File: src/rtl/mips_isa_pkg.sv
`default_nettype none
// +----------------------------------------------------------------------+
// | mips_isa_pkg                                                          |
// | MIPS subset encodings, ALU op codes, ID-stage states, decode bundle.  |
// | Revision: 1.0                                                         |
// +----------------------------------------------------------------------+
package mips_isa_pkg;

  localparam logic [5:0] OP_RTYPE = 6'h00;
  localparam logic [5:0] OP_BEQ   = 6'h04;
  localparam logic [5:0] OP_ADDI  = 6'h08;
  localparam logic [5:0] OP_ANDI  = 6'h0C;
  localparam logic [5:0] OP_ORI   = 6'h0D;
  localparam logic [5:0] OP_LUI   = 6'h0F;
  localparam logic [5:0] OP_LW    = 6'h23;
  localparam logic [5:0] OP_SW    = 6'h2B;

  localparam logic [5:0] FN_ADD = 6'h20;
  localparam logic [5:0] FN_SUB = 6'h22;
  localparam logic [5:0] FN_AND = 6'h24;
  localparam logic [5:0] FN_OR  = 6'h25;
  localparam logic [5:0] FN_SLT = 6'h2A;

  localparam logic [3:0] ALU_ADD = 4'd0;
  localparam logic [3:0] ALU_SUB = 4'd1;
  localparam logic [3:0] ALU_AND = 4'd2;
  localparam logic [3:0] ALU_OR  = 4'd3;
  localparam logic [3:0] ALU_SLT = 4'd4;
  localparam logic [3:0] ALU_LUI = 4'd5;
  localparam logic [3:0] ALU_NOP = 4'd15;

  localparam logic [1:0] S_IDLE = 2'd0;
  localparam logic [1:0] S_READ = 2'd1;
  localparam logic [1:0] S_HOLD = 2'd2;

  typedef struct packed {
    logic        reads_rs;
    logic        reads_rt;
    logic [4:0]  dest;
    logic [31:0] imm;
    logic [3:0]  alu_op;
    logic        wb_en;
    logic        mem_rd;
    logic        mem_wr;
    logic        branch;
    logic        illegal;
  } dec_t;

endpackage
`default_nettype wire

File: src/rtl/mips_instr_decoder.sv
`default_nettype none
// +----------------------------------------------------------------------+
// | mips_instr_decoder                                                    |
// | Combinational MIPS subset decoder: sources, dest, immediate, control. |
// | Revision: 1.0                                                         |
// +----------------------------------------------------------------------+
module mips_instr_decoder
  import mips_isa_pkg::*;
(
  input  logic [31:0] instr_i,
  output logic [4:0]  rs_o,
  output logic [4:0]  rt_o,
  output dec_t        dec_o
);

  logic [5:0]  w_opcode;
  logic [5:0]  w_funct;
  logic [31:0] w_sext;
  logic [31:0] w_zext;
  dec_t        w_dec;

  assign w_opcode = instr_i[31:26];
  assign w_funct  = instr_i[5:0];
  assign w_sext   = {{16{instr_i[15]}}, instr_i[15:0]};
  assign w_zext   = {16'h0000, instr_i[15:0]};
  assign rs_o     = instr_i[25:21];
  assign rt_o     = instr_i[20:16];

  always_comb begin
    w_dec        = '0;
    w_dec.alu_op = ALU_NOP;
    case (w_opcode)
      OP_RTYPE: begin
        w_dec.reads_rs = 1'b1;
        w_dec.reads_rt = 1'b1;
        w_dec.dest     = instr_i[15:11];
        w_dec.wb_en    = 1'b1;
        case (w_funct)
          FN_ADD:  w_dec.alu_op = ALU_ADD;
          FN_SUB:  w_dec.alu_op = ALU_SUB;
          FN_AND:  w_dec.alu_op = ALU_AND;
          FN_OR:   w_dec.alu_op = ALU_OR;
          FN_SLT:  w_dec.alu_op = ALU_SLT;
          default: begin
            w_dec         = '0;
            w_dec.alu_op  = ALU_NOP;
            w_dec.illegal = 1'b1;
          end
        endcase
      end
      OP_ADDI: begin
        w_dec.reads_rs = 1'b1;
        w_dec.imm      = w_sext;
        w_dec.dest     = instr_i[20:16];
        w_dec.alu_op   = ALU_ADD;
        w_dec.wb_en    = 1'b1;
      end
      OP_ANDI, OP_ORI: begin
        w_dec.reads_rs = 1'b1;
        w_dec.imm      = w_zext;
        w_dec.dest     = instr_i[20:16];
        w_dec.alu_op   = (w_opcode == OP_ANDI) ? ALU_AND : ALU_OR;
        w_dec.wb_en    = 1'b1;
      end
      OP_LUI: begin
        w_dec.imm    = {instr_i[15:0], 16'h0000};
        w_dec.dest   = instr_i[20:16];
        w_dec.alu_op = ALU_LUI;
        w_dec.wb_en  = 1'b1;
      end
      OP_LW: begin
        w_dec.reads_rs = 1'b1;
        w_dec.imm      = w_sext;
        w_dec.dest     = instr_i[20:16];
        w_dec.alu_op   = ALU_ADD;
        w_dec.mem_rd   = 1'b1;
        w_dec.wb_en    = 1'b1;
      end
      OP_SW: begin
        w_dec.reads_rs = 1'b1;
        w_dec.reads_rt = 1'b1;
        w_dec.imm      = w_sext;
        w_dec.alu_op   = ALU_ADD;
        w_dec.mem_wr   = 1'b1;
      end
      OP_BEQ: begin
        w_dec.reads_rs = 1'b1;
        w_dec.reads_rt = 1'b1;
        w_dec.imm      = w_sext;
        w_dec.alu_op   = ALU_SUB;
        w_dec.branch   = 1'b1;
      end
      default: w_dec.illegal = 1'b1;
    endcase
    // Writes to $zero are architecturally discarded.
    if (w_dec.dest == 5'd0) w_dec.wb_en = 1'b0;
  end

  assign dec_o = w_dec;

endmodule
`default_nettype wire

File: src/rtl/mips_decode_stage.sv
`default_nettype none
// +----------------------------------------------------------------------+
// | mips_decode_stage                                                     |
// | ID stage: fetch handshake, RF read issue, load-use stall, EX bundle.  |
// | Revision: 1.0                                                         |
// +----------------------------------------------------------------------+
module mips_decode_stage
  import mips_isa_pkg::*;
#(
  parameter int n_bit = 31,
  parameter int n_reg = 5
) (
  input  logic             clk,
  input  logic             arst,
  input  logic             if_valid,
  input  logic [31:0]      if_instr,
  input  logic [31:0]      if_pc,
  output logic             if_ready,
  output logic             rf_r_1_en,
  output logic [n_reg:0]   rf_addr_r_1,
  output logic             rf_r_2_en,
  output logic [n_reg:0]   rf_addr_r_2,
  input  logic [n_bit:0]   rf_r_data_1,
  input  logic [n_bit:0]   rf_r_data_2,
  input  logic             flush,
  output logic             ex_valid,
  input  logic             ex_ready,
  output logic [3:0]       ex_alu_op,
  output logic [n_bit:0]   ex_rs_data,
  output logic [n_bit:0]   ex_rt_data,
  output logic [31:0]      ex_imm,
  output logic [n_reg:0]   ex_dest,
  output logic             ex_wb_en,
  output logic             ex_mem_rd,
  output logic             ex_mem_wr,
  output logic             ex_branch,
  output logic             ex_illegal,
  output logic [31:0]      ex_pc
);

  localparam int AW = n_reg + 1;

  logic [1:0]     state_q, state_d;
  dec_t           id_q;
  logic [31:0]    id_pc_q;
  logic [n_bit:0] hold_rs_q, hold_rt_q;

  logic           ex_valid_q, ex_wb_q, ex_mrd_q, ex_mwr_q, ex_br_q, ex_ill_q;
  logic [3:0]     ex_alu_q;
  logic [n_bit:0] ex_rs_q, ex_rt_q;
  logic [31:0]    ex_imm_q, ex_pc_q;
  logic [n_reg:0] ex_dest_q;

  dec_t           w_dec;
  logic [4:0]     w_rs, w_rt;
  logic           w_accept, w_out_free, w_hazard, w_ex_load, w_id_load;
  logic           w_rs_hit, w_rt_hit, w_load_ex, w_capture;
  logic [n_bit:0] w_rd1, w_rd2;

  mips_instr_decoder u_decoder (
    .instr_i (if_instr),
    .rs_o    (w_rs),
    .rt_o    (w_rt),
    .dec_o   (w_dec)
  );

  assign w_out_free = !ex_valid_q || ex_ready;
  assign w_accept   = if_valid && if_ready;

  // Pending loads live either in the EX register or in the ID holding slot.
  assign w_ex_load = ex_valid_q && ex_mrd_q;
  assign w_id_load = (state_q != S_IDLE) && id_q.mem_rd;
  assign w_rs_hit  = w_dec.reads_rs && (w_rs != 5'd0) &&
                     ((w_ex_load && ex_dest_q == AW'(w_rs)) || (w_id_load && id_q.dest == w_rs));
  assign w_rt_hit  = w_dec.reads_rt && (w_rt != 5'd0) &&
                     ((w_ex_load && ex_dest_q == AW'(w_rt)) || (w_id_load && id_q.dest == w_rt));
  assign w_hazard  = w_rs_hit || w_rt_hit;

  always_ff @(posedge clk) begin
    if (arst) state_q <= S_IDLE;
    else      state_q <= state_d;
  end

  always_comb begin
    state_d = state_q;
    case (state_q)
      S_IDLE:         if (w_accept) state_d = S_READ;
      S_READ, S_HOLD: begin
        if (w_out_free) state_d = w_accept ? S_READ : S_IDLE;
        else            state_d = S_HOLD;
      end
      default:        state_d = S_IDLE;
    endcase
    if (flush) state_d = S_IDLE;
  end

  always_comb begin
    if_ready = 1'b0;
    if (!arst && !flush && !w_hazard) begin
      case (state_q)
        S_IDLE:         if_ready = 1'b1;
        S_READ, S_HOLD: if_ready = w_out_free;
        default:        if_ready = 1'b0;
      endcase
    end
  end

  // Read requests ride the accept edge so RF data lands in the S_READ cycle.
  assign rf_r_1_en   = w_accept && w_dec.reads_rs;
  assign rf_r_2_en   = w_accept && w_dec.reads_rt;
  assign rf_addr_r_1 = rf_r_1_en ? AW'(w_rs) : '0;
  assign rf_addr_r_2 = rf_r_2_en ? AW'(w_rt) : '0;

  assign w_rd1     = id_q.reads_rs ? rf_r_data_1 : '0;
  assign w_rd2     = id_q.reads_rt ? rf_r_data_2 : '0;
  assign w_load_ex = ((state_q == S_READ) || (state_q == S_HOLD)) && w_out_free && !flush;
  assign w_capture = (state_q == S_READ) && !w_out_free && !flush;

  always_ff @(posedge clk) begin
    if (arst) begin
      id_q       <= '0;
      id_pc_q    <= '0;
      hold_rs_q  <= '0;
      hold_rt_q  <= '0;
      ex_valid_q <= 1'b0;
      ex_alu_q   <= '0;
      ex_rs_q    <= '0;
      ex_rt_q    <= '0;
      ex_imm_q   <= '0;
      ex_dest_q  <= '0;
      ex_wb_q    <= 1'b0;
      ex_mrd_q   <= 1'b0;
      ex_mwr_q   <= 1'b0;
      ex_br_q    <= 1'b0;
      ex_ill_q   <= 1'b0;
      ex_pc_q    <= '0;
    end else begin
      if (flush) begin
        ex_valid_q <= 1'b0;
      end else if (w_load_ex) begin
        ex_valid_q <= 1'b1;
        ex_alu_q   <= id_q.alu_op;
        ex_rs_q    <= (state_q == S_READ) ? w_rd1 : hold_rs_q;
        ex_rt_q    <= (state_q == S_READ) ? w_rd2 : hold_rt_q;
        ex_imm_q   <= id_q.imm;
        ex_dest_q  <= AW'(id_q.dest);
        ex_wb_q    <= id_q.wb_en;
        ex_mrd_q   <= id_q.mem_rd;
        ex_mwr_q   <= id_q.mem_wr;
        ex_br_q    <= id_q.branch;
        ex_ill_q   <= id_q.illegal;
        ex_pc_q    <= id_pc_q;
      end else if (ex_ready) begin
        ex_valid_q <= 1'b0;
      end
      if (w_accept) begin
        id_q    <= w_dec;
        id_pc_q <= if_pc;
      end
      if (w_capture) begin
        hold_rs_q <= w_rd1;
        hold_rt_q <= w_rd2;
      end
    end
  end

  assign ex_valid   = ex_valid_q;
  assign ex_alu_op  = ex_alu_q;
  assign ex_rs_data = ex_rs_q;
  assign ex_rt_data = ex_rt_q;
  assign ex_imm     = ex_imm_q;
  assign ex_dest    = ex_dest_q;
  assign ex_wb_en   = ex_wb_q;
  assign ex_mem_rd  = ex_mrd_q;
  assign ex_mem_wr  = ex_mwr_q;
  assign ex_branch  = ex_br_q;
  assign ex_illegal = ex_ill_q;
  assign ex_pc      = ex_pc_q;

endmodule
`default_nettype wire

File: config.mk
export PLATFORM = sky130hd
export DESIGN_NAME = mips_decode_stage
export DESIGN_NICKNAME = d
export VERILOG_FILES = /design/src/rtl/mips_isa_pkg.sv /design/src/rtl/mips_instr_decoder.sv /design/src/rtl/mips_decode_stage.sv
export SDC_FILE = /design/constraint.sdc
export NUM_CORES = 1
export LEC_CHECK = 0
export CORE_UTILIZATION = 45
export CTS_BUF_LIST = sky130_fd_sc_hd__clkbuf_4 sky130_fd_sc_hd__clkbuf_8
export CTS_CLUSTER_SIZE = 12
export DETAILED_ROUTE_END_ITERATION = 10
export DONT_BUFFER_PORTS = 1
export PLACE_DENSITY = 0.56
export SLEW_MARGIN = 40
export SYNTH_ARGS = -nofsm -noshare
export SYNTH_HDL_FRONTEND = slang
export SYNTH_HIERARCHICAL = 1
export SYNTH_SLANG_ARGS = --single-unit
File: constraint.sdc
create_clock -name clk -period 3.2 [get_ports clk]
set_clock_uncertainty 0.1 [all_clocks]
set_input_delay 0.64 -clock clk [delete_from_list [all_inputs] [get_ports clk]]
set_output_delay 0.64 -clock clk [all_outputs]
set_load 0.005 [all_outputs]
==> impl_metrics.ini <==
[setup_path]
worstPathArrival_ps = 2380
critPathSlowestCell = mux2_2
cp_max_fo = 6
start_kind = input port
r2r_start = state_q[0]$_SDFFE_PP0P_
reg2reg_slack_ps = 660
crit_start = if_instr[2]
r2r_end = id_q[34]$_SDFFE_PP0N_
cp-end-kind = primary output
crit_end = rf_addr_r_2[2]
worstPathRequired_ps = 2460
path_class = in2out
reg2reg_depth = 9
worstPathCellList = mux2_2 > nor3_4 > o21ai_1 > o21bai_1 > o21ai_2 > o22a_2 > and3_4 > and2_1
cp_slowest_stage_delay_ps = 350

[synthesis]
syn-cell-area_um2 = 12330
ys_types = 55
ys_ff_latch = 289
synthCells = 1547
synthArstFlopShare_pct = 0
ys_warn_count = 6
avgSynthCellArea_um2 = 7.972
yosysSeqAreaShare_pct = 46.91
synthFlopType = dfxtp_1
synth_edf_count = 0

[sta]
tightest_slew_ps = 1025
fin_crit_sh_pct = 97.49
drv_slew = 0
relSlewSlack_pct = 31.66
finalHoldViolCount = 0
hold-worst-slack_ps = 48.02
fmax_mhz = 320.6
setup-violations-final = 0
period_needed_ps = 3120

[floorplan]
ios = 292
die_w_um = 167.6
fp.dieH_um = 167.6
std_cell_rows = 60
core_um2 = 26950
die_area_um2 = 28070
initial_core_util_pct = 45.76

[final_layout]
final_common_cell = dfxtp_1
final_cell_mix = dfxtp_1, nand2_1, a21oi_1
multi_input_comb_area_um2 = 5856
syn_to_final_growth_pct = 9.597
fin_util_pct = 50.15
seqCellArea_um2 = 5794
fillers = 2681
drive_gt1_share_pct = 9.840
final_nets = 1604
diodes = 0

[power]
p_per_area_nw_per_um2 = 564.6
irDropWorstVdd_mv = 0.3422
p_leak_nw = 4.531

[clock_network]
cts_buffer_depth = 3
cts_buffers = 50
cts_tree = built
cts_sinks = 289
cts.clk_slew.worst_paths_ps = 60
holdBufCountCts = 0
htree_levels = 2
clk_latency_ps = 570
cts_root_buffer = clkbuf_8

[routing]
first_iter_violations = 799
totalWireLength_um = 33620
via_per_inst = 5.698
dr.pass1.iters = 5
vias = 10513
post_drt_wl_per_cell_um = 18.22
ant_nets = 0
post-route-drc-count = 0

[global_route]
grt-ovfl-total = 0
grt_max_degree = 289
grt_pass1_wl_um = 53530
grt_pass1_vias = 9742
antenna_found_initial = 0
groute.usage.overall_pct = 23.29

[placement]
port-buffer-count = 0
gp_congestion = 0.7826
hpwl_um = 20160

[run_status]
status = finished clean

[run]
drv_cap = 0

[min_path]
hold_class = in2reg
-- kinds of logic after synthesis --
family | after synthesis | synth area share, %
AO/OA/AOI/OAI | 410 | 19.72
XOR/XNOR | 21 | 1.491
adder cells (fa/ha/maj) | 3 | 0.3044
buffers and inverters | 168 | 6.351
flip-flops | 289 | 46.91
multiplexers | 2 | 0.1725
other | 1 | 0.03041
AND/OR/NAND/NOR | 653 | 25.02
-- through the flow --
stage | TNS, ps | std cells | setup WS (ps) | area, um2 | total power [W]
after floorplan | 0 | 1549 | 85.70 | 12340 | 0.004070
after global placement | -519.0 | 1755 | -54.92 | 12350 | 0.004065
after detailed placement | -827.9 | 1755 | -75.53 | 12350 | 0.004069
after CTS | 0 | 1844 | 6.622 | 13500 | 0.007723
after global routing | -7.109 | 1845 | -3.013 | 13520 | 0.007956
final | 0 | 1845 | 80.47 | 13520 | 0.007631
-- how the worst min path moves through the flow --
| stage | depth (start not counted) | to | slack [ps] | startpoint |
|---|---|---|---|---|
| after detailed placement | 2 | hold_rs_q[5]$_SDFFE_PP0P_ | 340 | hold_rs_q[5]$_SDFFE_PP0P_ |
| after floorplan | 2 | ex_alu_op[0]$_SDFFE_PP0P_ | 330 | id_q[5]$_SDFFE_PP0N_ |
| final | 1 | hold_rt_q[0]$_SDFFE_PP0P_ | 50 | arst |
| after global routing | 1 | hold_rt_q[27]$_SDFFE_PP0P_ | 20 | arst |
| after CTS | 1 | hold_rt_q[16]$_SDFFE_PP0P_ | 20 | arst |
| after global placement | 2 | hold_rs_q[7]$_SDFFE_PP0P_ | 330 | hold_rs_q[7]$_SDFFE_PP0P_ |
-- report_power, final --
group	total, W	internal (W)	switching, W
combinational	0.000296	0.000112	0.000183
sequential	0.00370	0.00366	0.0000435
clock	0.00363	0.00213	0.00151
-- metal layers --
metal  global-route usage [%]  up-vias  part of all wire, %
met5                        0        -                    0
met4                    7.060        0                  1.9
met1                    30.37     4929                   45
met2                    36.65      338                   45
li1                         -     5194                    -
met3                    7.374       52                  8.2
-- sequential cells by signal, indices dropped and copies added (netlist names), 2 cells and up --
| name | flops |
|---|---|
| ex_alu_op | 4 |
| ex_dest | 5 |
| ex_imm | 32 |
| ex_pc | 32 |
| ex_rs_data | 32 |
| ex_rt_data | 32 |
| hold_rs_q | 32 |
| hold_rt_q | 32 |
| id_pc_q | 32 |
| id_q | 48 |
| state_q | 2 |
-- synthesized netlist by cell type, types with 4 or more instances --
| cell | number | area [um2] |
|---|---|---|
| nand3b_1 | 4 | 30.03 |
| xor2_1 | 20 | 175.2 |
| and2_1 | 29 | 181.4 |
| dfxtp_1 | 289 | 5786 |
| nor3_1 | 68 | 340.3 |
| buf_4 | 21 | 157.7 |
| nor2_1 | 79 | 296.5 |
| a22o_1 | 6 | 52.55 |
| clkbuf_1 | 112 | 420.4 |
| buf_2 | 12 | 60.06 |
| a21oi_1 | 223 | 1116 |
| buf_1 | 8 | 30.03 |
| o21ai_0 | 80 | 400.4 |
| inv_1 | 4 | 15.01 |
| nor4_1 | 6 | 37.54 |
| nor2b_1 | 67 | 419.2 |
| a311oi_1 | 64 | 560.5 |
| a21o_1 | 16 | 120.1 |
| and3_1 | 5 | 31.28 |
| nand2b_1 | 7 | 43.79 |
| nand2_1 | 230 | 863.3 |
| clkbuf_2 | 5 | 25.02 |
| buf_6 | 4 | 45.04 |
| nand3_1 | 143 | 715.7 |
-- layout make-up --
type                    instances  area share, %
multi-input cells            1092          43.32
inverters                       4         0.1111
well taps                     341          3.157
clock inverters                 6         0.4721
repair buffers                 31          2.370
clock buffers                  82          7.702
flip-flops and latches        289          42.87
-- repair_timing --
action / CTS / global route
setup buffers: 1 / 1
resized for setup: 11 / 5
setup endpoints to repair: 12 / 12
pin swaps: 4 / 3
-- worst max-delay path: cells and delay by family --
kind | cells | cell delay [ps]
muxes | 1 | 350
and+or+nand+nor | 3 | 640
AOI/OAI and AO/OA | 4 | 730
Power figures use the tool's default switching activity.
